==> config.mk <==
export PLATFORM = sky130hd
export DESIGN_NAME = delay_timer
export DESIGN_NICKNAME = d
export VERILOG_FILES = /design/src/rtl/delay_timer_pkg.sv /design/src/rtl/delay_timer_channel.sv /design/src/rtl/delay_timer.sv
export SDC_FILE = /design/constraint.sdc
export NUM_CORES = 1
export LEC_CHECK = 0
export ABC_CLOCK_PERIOD_IN_PS = 3300
export BUFFER_PORTS_ARGS = -buffer_cell sky130_fd_sc_hd__buf_2
export CAP_MARGIN = 25
export CELL_PAD_IN_SITES_DETAIL_PLACEMENT = 0
export CELL_PAD_IN_SITES_GLOBAL_PLACEMENT = 1
export CORE_MARGIN = 4
export CORE_UTILIZATION = 48
export CTS_BUF_LIST = sky130_fd_sc_hd__clkbuf_8
export DETAILED_ROUTE_END_ITERATION = 8
export GPL_ROUTABILITY_DRIVEN = 0
export PLACE_DENSITY = 0.85
export SLEW_MARGIN = 20
export SYNTH_ARGS = -nofsm -noshare
export SYNTH_HDL_FRONTEND = slang
export SYNTH_SLANG_ARGS = --single-unit
==> constraint.sdc <==
create_clock -name CLK -period 3.3 [get_ports CLK]
set_input_delay 0.66 -clock CLK [delete_from_list [all_inputs] [get_ports CLK]]
set_output_delay 0.66 -clock CLK [all_outputs]
set_load 0.02 [all_outputs]
==> src/rtl/delay_timer_pkg.sv <==
// delay_timer_pkg
//   Shared types and helpers for the multi-channel microsecond delay timer.
//   state_t   : per-channel run state (IDLE / RUN).
//   pre_width : width of the per-channel prescaler for a given clock in MHz,
//               never less than one bit, so a 1 MHz clock still gets a register.
package delay_timer_pkg;

  typedef enum logic {
    IDLE = 1'b0,
    RUN  = 1'b1
  } state_t;

  function automatic int pre_width(input int mhz);
    return (mhz < 2) ? 1 : $clog2(mhz);
  endfunction

endpackage

==> src/rtl/delay_timer_channel.sv <==
// delay_timer_channel
//   One independent microsecond timer: a cycle-exact prescaler that divides the
//   clock down to 1 us, a microsecond down-counter, and the delay/mode latched
//   on start so later input changes do not disturb a running timer.
//
// Ports
//   CLK       in  1            rising-edge clock
//   RST_N     in  1            asynchronous active-low reset
//   start     in  1            start / retrigger request (level-sampled)
//   cancel    in  1            stop request, wins over start
//   periodic  in  1            mode latched on start: 0 one-shot, 1 periodic
//   delay_us  in  DELAY_WIDTH  delay in microseconds latched on start
//   busy      out 1            channel is counting (registered)
//   done      out 1            one-cycle expiry pulse (registered)
module delay_timer_channel
  import delay_timer_pkg::*;
#(
  parameter int CLOCK_SPEED_MHZ = 12,
  parameter int DELAY_WIDTH     = 16
) (
  input  logic                   CLK,
  input  logic                   RST_N,
  input  logic                   start,
  input  logic                   cancel,
  input  logic                   periodic,
  input  logic [DELAY_WIDTH-1:0] delay_us,
  output logic                   busy,
  output logic                   done
);

  localparam int             PW      = pre_width(CLOCK_SPEED_MHZ);
  localparam logic [PW-1:0]  PRE_MAX = PW'(CLOCK_SPEED_MHZ - 1);

  state_t                 state;
  logic [PW-1:0]          pre;
  logic [DELAY_WIDTH-1:0] us_left;
  logic [DELAY_WIDTH-1:0] delay_lat;
  logic                   mode_lat;

  // busy comes straight from the state register, so it stays registered.
  assign busy = (state == RUN);

  // Priority per edge is cancel > start > count. A start or cancel landing on
  // the expiry edge swallows that expiry, because done is only set in the
  // counting branch. The expiry test (pre at its top, one us left) fires
  // before us_left could ever reach zero, so the counter never wraps.
  always_ff @(posedge CLK or negedge RST_N) begin
    if (!RST_N) begin
      state     <= IDLE;
      pre       <= '0;
      us_left   <= '0;
      delay_lat <= '0;
      mode_lat  <= 1'b0;
      done      <= 1'b0;
    end else begin
      done <= 1'b0;
      if (cancel) begin
        state <= IDLE;
        pre   <= '0;
      end else if (start) begin
        pre <= '0;
        if (delay_us != '0) begin
          delay_lat <= delay_us;
          mode_lat  <= periodic;
          us_left   <= delay_us;
          state     <= RUN;
        end else begin
          // A zero delay expires immediately and never enters RUN.
          done  <= 1'b1;
          state <= IDLE;
        end
      end else if (state == RUN) begin
        if (pre != PRE_MAX) begin
          pre <= pre + PW'(1);
        end else begin
          pre <= '0;
          if (us_left == DELAY_WIDTH'(1)) begin
            done <= 1'b1;
            if (mode_lat) begin
              us_left <= delay_lat;
            end else begin
              state <= IDLE;
            end
          end else begin
            us_left <= us_left - DELAY_WIDTH'(1);
          end
        end
      end
    end
  end

endmodule

==> src/rtl/delay_timer.sv <==
// delay_timer
//   Multi-channel microsecond delay timer. Each of CHANNELS timers runs on its
//   own prescaler, so expiry timing is cycle-exact relative to its own start
//   and does not depend on any shared tick phase.
//
// Ports
//   CLK       in  1                      rising-edge clock
//   RST_N     in  1                      asynchronous active-low reset
//   start     in  CHANNELS               per-channel start / retrigger
//   cancel    in  CHANNELS               per-channel stop
//   periodic  in  CHANNELS               per-channel mode, latched on start
//   delay_us  in  CHANNELS*DELAY_WIDTH   channel i at [i*DELAY_WIDTH +: DELAY_WIDTH]
//   busy      out CHANNELS               channel counting
//   done      out CHANNELS               one-cycle expiry pulses
module delay_timer #(
  parameter int CLOCK_SPEED_MHZ = 12,
  parameter int CHANNELS        = 4,
  parameter int DELAY_WIDTH     = 16
) (
  input  logic                            CLK,
  input  logic                            RST_N,
  input  logic [CHANNELS-1:0]             start,
  input  logic [CHANNELS-1:0]             cancel,
  input  logic [CHANNELS-1:0]             periodic,
  input  logic [CHANNELS*DELAY_WIDTH-1:0] delay_us,
  output logic [CHANNELS-1:0]             busy,
  output logic [CHANNELS-1:0]             done
);

  for (genvar i = 0; i < CHANNELS; i++) begin : g_chan
    delay_timer_channel #(
      .CLOCK_SPEED_MHZ (CLOCK_SPEED_MHZ),
      .DELAY_WIDTH     (DELAY_WIDTH)
    ) u_chan (
      .CLK      (CLK),
      .RST_N    (RST_N),
      .start    (start[i]),
      .cancel   (cancel[i]),
      .periodic (periodic[i]),
      .delay_us (delay_us[i*DELAY_WIDTH +: DELAY_WIDTH]),
      .busy     (busy[i]),
      .done     (done[i])
    );
  end

endmodule

==> impl_results.md, run 1 <==
- CTS tree: done
- Comb power frac: 18.8%
- Sum Neg Setup Slack: 0 ps
- # Post-CTS Setup Buffers: 0
- Asr flop ratio synth: 100%
- CP Data Arrival Time: 3200 ps
- Power density over the cells: 504 nW/µm²
- Worst Setup End Kind: flop
- Mean Syn Cell Area: 9.56 µm²
- Number of fill cells in the layout: 1,655
- Worst-Margin Slew: 819 ps
- Final WL: 22,100 µm
- DR pass1 iterations: 5
- Nets: 1,091
- Count of pins over their slew limit: 0
- Fin crit share: 86.8%
- Seq. cell area: 3900 µm²
- Hpwl dp: 14,900 µm
- Largest net degree at the start of global routing: 63
- Fmax: 0.349 GHz
- Synth cell types: 70
- Clk_skew: 11.5 ps
- PortBufs: 85
- Skew-Pair Late Insertion Delay: 460 ps
- Top Usage Layer GRT: met2
- Die W: 145 µm
- H-tree levels: 4
- Die area: 21,000 µm²
- Multi-input gate area: 4720 µm²
- Post-route cell area: 10,100 µm²
- Number of global-route vias before repair: 7,303
- Crit start category: flop
- GRT Residual Overflow: 0
- RSZ-0062 raised after global routing: no
- Tmin final: 2860 ps
- Syn Nets: 1,032
- Crit. Startpoint: g_chan[0].u_chan.us_left[1]$_DFFE_PN0P_
- Met3 usage: 4.43%
- Mapped Area: 9010 µm²
- CTS buffer count: 17
- Vias: 7,538
- Outcome: finished clean
- Antenna Cells: 0
- Ys flop type: dfrtp_1
- HP Class: primary input to asynchronous set/reset pin
- Sw frac: 29.5%
- Die height: 145 µm
- Maximum vdd drop: 0.266 mV
- CP required: 3640 ps
- P_sw: 1500 µW
- Clk sink count: 156
- Max Cap Viol: 0
- P_leak: 0.00415 µW
- Antenna viol nets, final: 0
- Global-route wire length before repair: 37,100 µm
- Met1 Usage GRT: 30.5%
- CTS Buffer Depth: 2
- Via density per instance: 6.07
- I/O Pins: 86
- Slew HR: 45.0%
- Core Rows: 49
- Syn Inst Count: 942
- Count of flip-flops with a built-in enable after synthesis: 0
- Flop pwr share: 48.9%
- #FFs+latches synth: 156
- Internal power: 3590 µW
- DR DRC count: 0
- Yosys Warn Count: 0
- Crit-path max FO: 16
- Placed Instance Area: 9640 µm²
- Hold-fix buffers, CTS: 0
- CP Class: flop to flop
- Clk pwr share: 32.3%
- Initial core utilization: 49.5%
- FF-to-FF path depth: 7
- Final setup fails: 0
- Core ar.: 18,200 µm²
- Antenna violations before repair: 0
- Synth-to-Final Area Change: 12.1%
- Fin. Hold Viols: 0
- Clk root buf: clkbuf_8
- Met2 Usage GRT: 32.0%
- DR iter-0 viols: 525
- Seq/Total Area, Yosys: 43.3%
- # resized after CTS: 0
- Reg2reg start: g_chan[0].u_chan.us_left[1]$_DFFE_PN0P_
- WL/cell: 17.8 µm
- GRT Overall Usage: 21.1%
- Worst-path clk slew: 90 ps
- Share of cells above drive strength 1: 23.0%
-- final cells by class --
class                   count  area share, %
clock buffers              18           2.45
well taps                 229           2.84
clock inverters            12           1.97
flip-flops and latches    156           38.7
repair buffers            109           6.31
inverters                  27           1.00
multi-input cells         690           46.8
-- cells in the final DEF, fill, tap and decap left out, types with 6 or more instances in the layout --
cell type / count
o22ai_1: 10
a21oi_1: 34
clkbuf_8: 18
buf_4: 22
a2bb2oi_1: 9
nand3_1: 10
or3_1: 9
xor2_1: 18
a211o_1: 18
inv_1: 29
nand2_1: 78
nand2b_1: 6
buf_2: 84
xnor2_1: 16
mux2i_1: 14
o211ai_1: 9
or4_1: 6
o31ai_1: 8
nor2_1: 56
mux2_2: 75
o21ai_0: 47
nor3_1: 76
a31oi_1: 31
ha_1: 12
dfrtp_1: 156
nor4_1: 31
nand4_1: 14
-- Yosys cell counts, drive strengths merged, types with 6 or more instances --
library cell  instances  area share (%)
dfrtp               156              43
mux2                 79              10
nand2                78             3.2
nor3                 76             4.2
nor2                 56             2.3
clkbuf               53             2.2
o21ai                47             2.6
a21oi                34             1.9
nor4                 32             2.3
a31oi                31             2.2
inv                  27             1.1
a211o                18             1.7
xor2                 18             1.7
buf                  16             1.3
xnor2                16             1.6
mux2i                14             1.6
nand4                14            0.97
ha                   12             1.7
nand3                10            0.56
o22ai                10            0.69
a2bb2oi               9            0.87
o211ai                9            0.75
or3                   9            0.62
o31ai                 8            0.67
nor3b                 7            0.58
or4                   7            0.62
nand2b                6            0.42
-- state kept, by name (all words and copies together) (netlist names) --
signal                   cells
g_chan.u_chan.delay_lat     64
g_chan.u_chan.us_left       64
g_chan.u_chan.pre           16
g_chan.u_chan.busy           4
g_chan.u_chan.done           4
g_chan.u_chan.mode_lat       4
-- worst max-delay path: stages (launching register included) --
cell and delay [ps]:
dfrtp_1 400, inv_1 100, ha_1 170, or4b_1 460
or4_4 550, o21a_1 190, or2_1 480, mux2_4 400
-- per-stage QoR --
stage	hold slack, ps	power [µW]	std cells	util (%)	setup slack, ps
2_1_floorplan	364	3160	942	-	495
3_3_place_gp	484	3460	1211	53.0	476
3_5_place_dp	493	3480	1211	53.0	457
4_1_cts	152	5140	1241	55.4	435
5_1_grt	155	5400	1241	55.4	300
6_report	148	5090	1241	55.4	436
-- layer usage --
metal  vias to the layer above  wire length (µm)
met4                         0               310
met5                         -                 0
li1                       3631                 -
met1                      3679             10700
met3                        31               974
met2                       197             10100
-- logic make-up after synthesis --
| family | share of synthesized area (%) |
|---|---|
| buffers and inverters | 4.60 |
| XOR/XNOR | 3.31 |
| flip-flops | 43.3 |
| AO/OA/AOI/OAI | 16.6 |
| multiplexers | 11.6 |
| adder cells (fa/ha/maj) | 1.67 |
| AND/OR/NAND/NOR | 18.9 |
-- path summary, 6_finish.rpt --
check	end	slack, ps
worst min-delay path	g_chan[2].u_chan.delay_lat[8]$_DFFE_PN0P_	150
worst max register to register	g_chan[0].u_chan.us_left[2]$_DFFE_PN0P_	440
min in group CLK	g_chan[3].u_chan.mode_lat$_DFFE_PN0P_	430
max in group asynchronous	g_chan[0].u_chan.us_left[2]$_DFFE_PN0P_	2420
worst max-delay path	g_chan[0].u_chan.us_left[2]$_DFFE_PN0P_	440
worst min register to register	g_chan[1].u_chan.delay_lat[10]$_DFFE_PN0P_	500
-- power groups by stage --
stage                     combinational, µW  sequential (µW)  clock (µW)
after global routing                   1080             2540        1780
after global placement                  945             2510           0
after floorplan                         737             2420           0
final                                   960             2490        1640
after CTS                               965             2490        1680
after detailed placement                961             2520           0
Power figures use the tool's default switching activity.
==> inputs of run 2 (changes only) <==
--- a/config.mk
+++ b/config.mk
@@ -11,11 +11,10 @@
 export CELL_PAD_IN_SITES_DETAIL_PLACEMENT = 0
 export CELL_PAD_IN_SITES_GLOBAL_PLACEMENT = 1
 export CORE_MARGIN = 4
-export CORE_UTILIZATION = 48
-export CTS_BUF_LIST = sky130_fd_sc_hd__clkbuf_8
+export CORE_UTILIZATION = 47
 export DETAILED_ROUTE_END_ITERATION = 8
 export GPL_ROUTABILITY_DRIVEN = 0
-export PLACE_DENSITY = 0.85
+export PLACE_DENSITY = 0.83
 export SLEW_MARGIN = 20
 export SYNTH_ARGS = -nofsm -noshare
 export SYNTH_HDL_FRONTEND = slang
==> run 2 against run 1 <==
  * Setup slack lost 93 ps
  * Hold slack gained 54 ps
  * Count of clock-buffer cells in the layout grew 2
  * Sequential power is essentially flat
  * Power grew 7.9%
  * Non-clock buffer count grew 4
  * First-iteration DRC count shrank 9.3%
  * Critical path type unchanged
  * Largest power group unchanged
==> impl_results.md, run 2 (synthesis results as in run 1) <==
- # resized after CTS: 0 (unchanged)
- Clk root buf: clkbuf_16 (was clkbuf_8)
- Number of global-route vias before repair: 7,529 (was 7,303)
- Worst-Margin Slew: 820 ps (was 819 ps)
- RSZ-0062 raised after global routing: no (unchanged)
- CP Class: flop to flop (unchanged)
- Placed Instance Area: 9670 µm² (was 9640 µm²)
- GRT Overall Usage: 21.4% (was 21.1%)
- Vias: 7,514 (was 7,538)
- CTS buffer count: 17 (unchanged)
- Slew HR: 44.9% (was 45.0%)
- DR pass1 iterations: 5 (unchanged)
- Share of cells above drive strength 1: 23.7% (was 23.0%)
- DR iter-0 viols: 476 (was 525)
- DR DRC count: 0 (unchanged)
- Crit start category: flop (unchanged)
- Initial core utilization: 48.0% (was 49.5%)
- WL/cell: 18.0 µm (was 17.8 µm)
- P_leak: 0.00423 µW (was 0.00415 µW)
- Largest net degree at the start of global routing: 61 (was 63)
- HP Class: primary input to asynchronous set/reset pin (unchanged)
- PortBufs: 85 (unchanged)
- Synth-to-Final Area Change: 14.0% (was 12.1%)
- Antenna viol nets, final: 0 (unchanged)
- Fmax: 0.338 GHz (was 0.349 GHz)
- Clk_skew: 10.3 ps (was 11.5 ps)
- Die W: 146 µm (was 145 µm)
- Top Registers: g_chan.u_chan.delay_lat x64, g_chan.u_chan.us_left x64, g_chan.u_chan.pre x16 (unchanged)
- Max Cap Viol: 0 (unchanged)
- H-tree levels: 4 (unchanged)
- Antenna Cells: 0 (unchanged)
- Antenna violations before repair: 0 (unchanged)
- Nets: 1,095 (was 1,091)
- Commonest non-fill, non-tap cell in the layout: dfrtp_1 (unchanged)
- CTS Buffer Depth: 2 (unchanged)
- Die height: 146 µm (was 145 µm)
- Final WL: 22,500 µm (was 22,100 µm)
- Core Rows: 50 (was 49)
- CP required: 3610 ps (was 3640 ps)
- Hold-fix buffers, CTS: 0 (unchanged)
- Fin. Hold Viols: 0 (unchanged)
- Skew-Pair Late Insertion Delay: 430 ps (was 460 ps)
- Most frequent cells in the layout: 156 x dfrtp_1, 84 x buf_2, 78 x nand2_1 (unchanged)
- CP max-delay cell: or4_4 (unchanged)
- Power density over the cells: 535 nW/µm² (was 504 nW/µm²)
- Outcome: finished clean (unchanged)
- CTS tree: done (unchanged)
- Worst Setup End Kind: flop (unchanged)
- # Post-CTS Setup Buffers: 0 (unchanged)
- Maximum vdd drop: 0.330 mV (was 0.266 mV)
- Clk sink count: 156 (unchanged)
- Die area: 21,400 µm² (was 21,000 µm²)
- Worst Path Buf+Inv: 1 (unchanged)
- Seq. cell area: 3900 µm² (unchanged)
- GRT Residual Overflow: 0 (unchanged)
- Hpwl dp: 15,300 µm (was 14,900 µm)
- Core ar.: 18,800 µm² (was 18,200 µm²)
- CP top delay family: simple AND/OR/NAND/NOR gates (unchanged)
- Max incr delay on CP: 560 ps (was 550 ps)
- Critical-path cell list: inv_1 > ha_1 > or4b_1 > or4_4 > o21a_1 > or2_1 > mux2_4 (unchanged)
- Sum Neg Setup Slack: 0 ps (unchanged)
- Crit-path max FO: 16 (unchanged)
- Worst-path clk slew: 70 ps (was 90 ps)
- Multi-input gate area: 4710 µm² (was 4720 µm²)
- Number of fill cells in the layout: 1,696 (was 1,655)
- I/O Pins: 86 (unchanged)
- Post-route cell area: 10,300 µm² (was 10,100 µm²)
- Final setup fails: 0 (unchanged)
- Global-route wire length before repair: 38,200 µm (was 37,100 µm)
- Count of pins over their slew limit: 0 (unchanged)
- Via density per instance: 6.00 (was 6.07)
- CP Data Arrival Time: 3270 ps (was 3200 ps)
- Tmin final: 2960 ps (was 2860 ps)
- Fin crit share: 89.6% (was 86.8%)
[run 2: worst register-to-register path, cell delays in order, from the launching register on]
cell	delay [ps]
dfrtp_1	390
inv_1	100
ha_1	210
or4b_1	500
or4_4	560
o21a_1	190
or2_1	490
mux2_4	400
[run 2: cell type report]
type                    count  area share (%)
repair buffers            113            6.37
inverters                  27           0.987
clock buffers              20            4.54
clock inverters            12            1.33
well taps                 234            2.85
flip-flops and latches    156            38.0
multi-input cells         690            45.9
[run 2: through the flow]
stage          hold WS [ps]  util (%)  instances  total power (µW)  setup slack [ps]
2_1_floorplan           364         -        942              3160               495
3_3_place_gp            485      51.5       1220              3460               450
3_5_place_dp            491      51.5       1220              3490               390
4_1_cts                 229      54.7       1252              5530               341
5_1_grt                 246      54.7       1252              5770               265
6_report                202      54.7       1252              5490               343
[run 2: worst paths after layout]
check,from,to,depth (start not counted),slack [ps]
max,g_chan[0].u_chan.us_left[1]$_DFFE_PN0P_,g_chan[0].u_chan.us_left[3]$_DFFE_PN0P_,7,340
min,RST_N,g_chan[2].u_chan.us_left[9]$_DFFE_PN0P_,1,200
min reg2reg,g_chan[1].u_chan.delay_lat[8]$_DFFE_PN0P_,g_chan[1].u_chan.delay_lat[8]$_DFFE_PN0P_,1,500
max reg2reg,g_chan[0].u_chan.us_left[1]$_DFFE_PN0P_,g_chan[0].u_chan.us_left[3]$_DFFE_PN0P_,7,340
min in group CLK,periodic[3],g_chan[3].u_chan.mode_lat$_DFFE_PN0P_,2,460
max in group asynchronous,RST_N,g_chan[0].u_chan.us_left[3]$_DFFE_PN0P_,2,2210
[run 2: power breakdown]
group | total, µW | internal, µW | switching (µW)
logic | 967 | 492 | 476
clock network | 2030 | 1180 | 849
registers | 2490 | 2190 | 302
total | 5490 | 3860 | 1630
[run 2: per-layer routing]
| layer | track usage, % | share of wire, % | vias to the layer above |
|---|---|---|---|
| met4 | 6.96 | 1.6 | 0 |
| li1 | - | - | 3648 |
| met1 | 30.2 | 47 | 3667 |
| met2 | 33.7 | 47 | 171 |
| met5 | 0 | 0 | - |
| met3 | 3.63 | 4.5 | 28 |
==> inputs of run 3 (changes only) <==
==> constraint.sdc (replaced) <==
create_clock -name CLK -period 3.3 [get_ports CLK]
set_input_delay 0.165 -clock CLK [delete_from_list [all_inputs] [get_ports CLK]]
set_output_delay 0.165 -clock CLK [all_outputs]
set_load 0.02 [all_outputs]
==> run 3 against run 2 <==
  * Final cell count up 2.5%
  * Global-route usage down 0.11 points
  * First-iteration DRC count up 11%
  * Setup slack better by 89 ps
  * Critical path depth unchanged
  * Via count up 1.5%
  * Sequential power about the same
  * Count of clock-buffer cells in the layout down 1
  * Hold slack worse by 190 ps
  * Clock power down 2%
  * Power down 0.19%
  * Register-to-register slack better by 90 ps
  * Largest power group unchanged
==> impl_results.md, run 3 (synthesis results as in run 1) <==
- Outcome: finished clean (unchanged)
- FF-to-FF path depth: 7 (unchanged)
- Antenna viol nets, final: 0 (unchanged)
- Maximum vdd drop: 0.319 mV (was 0.330 mV)
- Nets: 1,127 (was 1,095)
- Seq. cell area: 3900 µm² (unchanged)
- Tmin final: 2870 ps (was 2960 ps)
- Synth-to-Final Area Change: 17.9% (was 14.0%)
- Skew-Pair Late Insertion Delay: 430 ps (about the same)
- HP Class: primary input to flop (was primary input to asynchronous set/reset pin)
- Crit-path max FO: 16 (unchanged)
- Placed cells: 1,211 (was 1,220)
- CTS tree: done (unchanged)
- Number of global-route vias before repair: 7,593 (was 7,529)
- Number of fill cells in the layout: 1,698 (was 1,696)
- DR iter-0 viols: 527 (was 476)
- Die height: 146 µm (unchanged)
- Hpwl dp: 14,800 µm (was 15,300 µm)
- P_leak: 0.00435 µW (was 0.00423 µW)
- Core ar.: 18,800 µm² (unchanged)
- Placed Instance Area: 9600 µm² (was 9670 µm²)
- Commonest non-fill, non-tap cell in the layout: dfrtp_1 (unchanged)
- Non-Filler Instances: 1,283 (was 1,252)
- Final WL: 22,500 µm (about the same)
- Fin. Hold Viols: 0 (unchanged)
- # Post-CTS Setup Buffers: 0 (unchanged)
- Min Hold Slack: 11.2 ps (was 202 ps)
- Initial core utilization: 48.0% (unchanged)
- Max Cap Viol: 0 (unchanged)
- Sum Neg Setup Slack: 0 ps (unchanged)
- Setup slack, reg-to-reg: 430 ps (was 340 ps)
- Clk sink count: 156 (unchanged)
- CTS Buffer Depth: 2 (unchanged)
- RR Endpoint: g_chan[0].u_chan.us_left[2]$_DFFE_PN0P_ (was g_chan[0].u_chan.us_left[3]$_DFFE_PN0P_)
- DR DRC count: 0 (unchanged)
- Final setup fails: 0 (unchanged)
- Hold-fix buffers, CTS: 39 (was 0)
- DR pass1 iterations: 5 (unchanged)
- Hold Crit Depth: 3
- Clk_skew: 12.6 ps (was 10.3 ps)
- CP Class: flop to flop (unchanged)
- Top Registers: g_chan.u_chan.delay_lat x64, g_chan.u_chan.us_left x64, g_chan.u_chan.pre x16 (unchanged)
- CTS buffer count: 17 (unchanged)
- Worst Setup End Kind: flop (unchanged)
- HP Start: delay_us[0]
- Power density over the cells: 516 nW/µm² (was 535 nW/µm²)
- Antenna Cells: 0 (unchanged)
- Reg2reg start: g_chan[0].u_chan.us_left[1]$_DFFE_PN0P_ (unchanged)
- Clk root buf: clkbuf_16 (unchanged)
- Fmax: 0.349 GHz (was 0.338 GHz)
- WL/cell: 17.5 µm (was 18.0 µm)
- Antenna violations before repair: 0 (unchanged)
- CP required: 3600 ps (was 3610 ps)
- Die W: 146 µm (unchanged)
- Worst-Margin Slew: 803 ps (was 820 ps)
- Global-route wire length before repair: 38,400 µm (was 38,200 µm)
- GRT Overall Usage: 21.3% (was 21.4%)
- Largest net degree at the start of global routing: 102 (was 61)
- RSZ-0062 raised after global routing: no (unchanged)
- CP Data Arrival Time: 3170 ps (was 3270 ps)
- Share of cells above drive strength 1: 22.1% (was 23.7%)
- Total power draw: 5480 µW (was 5490 µW)
- Multi-input gate area: 4710 µm² (unchanged)
- Crit start category: flop (unchanged)
- Worst-path clk slew: 60 ps (was 70 ps)
- I/O Pins: 86 (unchanged)
- Post-route cell area: 10,600 µm² (was 10,300 µm²)
- GRT Residual Overflow: 0 (unchanged)
- # resized after CTS: 0 (unchanged)
- Slew HR: 46.1% (was 44.9%)
- Via density per instance: 5.95 (was 6.00)
- Count of pins over their slew limit: 0 (unchanged)
- Vias: 7,628 (was 7,514)
- Most frequent cells in the layout: 156 x dfrtp_1, 84 x buf_2, 78 x nand2_1 (unchanged)
- PortBufs: 85 (unchanged)
- WHS Endpoint: g_chan[0].u_chan.delay_lat[0]$_DFFE_PN0P_
- Core Rows: 50 (unchanged)
- Fin crit share: 86.9% (was 89.6%)
- H-tree levels: 4 (unchanged)
- Die area: 21,400 µm² (unchanged)
[run 3: layout make-up]
class / instances / area share (%)
Multi-Input combinational cell: 690 / 44.4
Clock inverter: 12 / 1.31
Timing Repair Buffer: 145 / 9.56
Clock buffer: 19 / 4.27
Sequential cell: 156 / 36.8
Inverter: 27 / 0.954
Tap cell: 234 / 2.76
[run 3: metal layers]
metal	GRT usage [%]	vias to the layer above	routed length [µm]
li1	-	3706	-
met1	29.8	3745	10600
met2	34.6	159	10800
met3	3.60	18	830
met4	5.17	0	244
met5	0	-	0
[run 3: critical path: stages (launching register included)]
cell and delay, ps:
dfrtp_1 390, inv_1 100, ha_1 170, or4b_1 470, or4_4 550, o21a_1 190, or2_1 480, mux2_4 400
[run 3: power breakdown]
group          internal [µW]  switching (µW)
clock network           1160             835
registers               2190             299
logic                    520             477
total                   3870            1610
[run 3: worst max-delay path by stage]
| stage | from | end | slack [ps] | depth (start not counted) |
|---|---|---|---|---|
| 2_1_floorplan | g_chan[0].u_chan.us_left[1]$_DFFE_PN0P_ | g_chan[0].u_chan.us_left[12]$_DFFE_PN0P_ | 490 | 11 |
| 3_3_place_gp | g_chan[0].u_chan.us_left[1]$_DFFE_PN0P_ | g_chan[0].u_chan.us_left[4]$_DFFE_PN0P_ | 450 | 7 |
| 3_5_place_dp | g_chan[0].u_chan.us_left[1]$_DFFE_PN0P_ | g_chan[0].u_chan.us_left[14]$_DFFE_PN0P_ | 440 | 7 |
| 4_1_cts | g_chan[0].u_chan.us_left[1]$_DFFE_PN0P_ | g_chan[0].u_chan.us_left[2]$_DFFE_PN0P_ | 420 | 7 |
| 5_1_grt | g_chan[0].u_chan.us_left[1]$_DFFE_PN0P_ | g_chan[0].u_chan.us_left[2]$_DFFE_PN0P_ | 290 | 7 |
| 6_report | g_chan[0].u_chan.us_left[1]$_DFFE_PN0P_ | g_chan[0].u_chan.us_left[2]$_DFFE_PN0P_ | 430 | 7 |
[run 3: stage by stage]
| step | utilization, % | setup WS [ps] |
|---|---|---|
| 3_5_place_dp | 51.1 | 442 |
| 3_3_place_gp | 51.1 | 449 |
| 4_1_cts | 56.4 | 418 |
| 2_1_floorplan | - | 495 |
| 6_report | 56.6 | 433 |
| 5_1_grt | 56.6 | 289 |
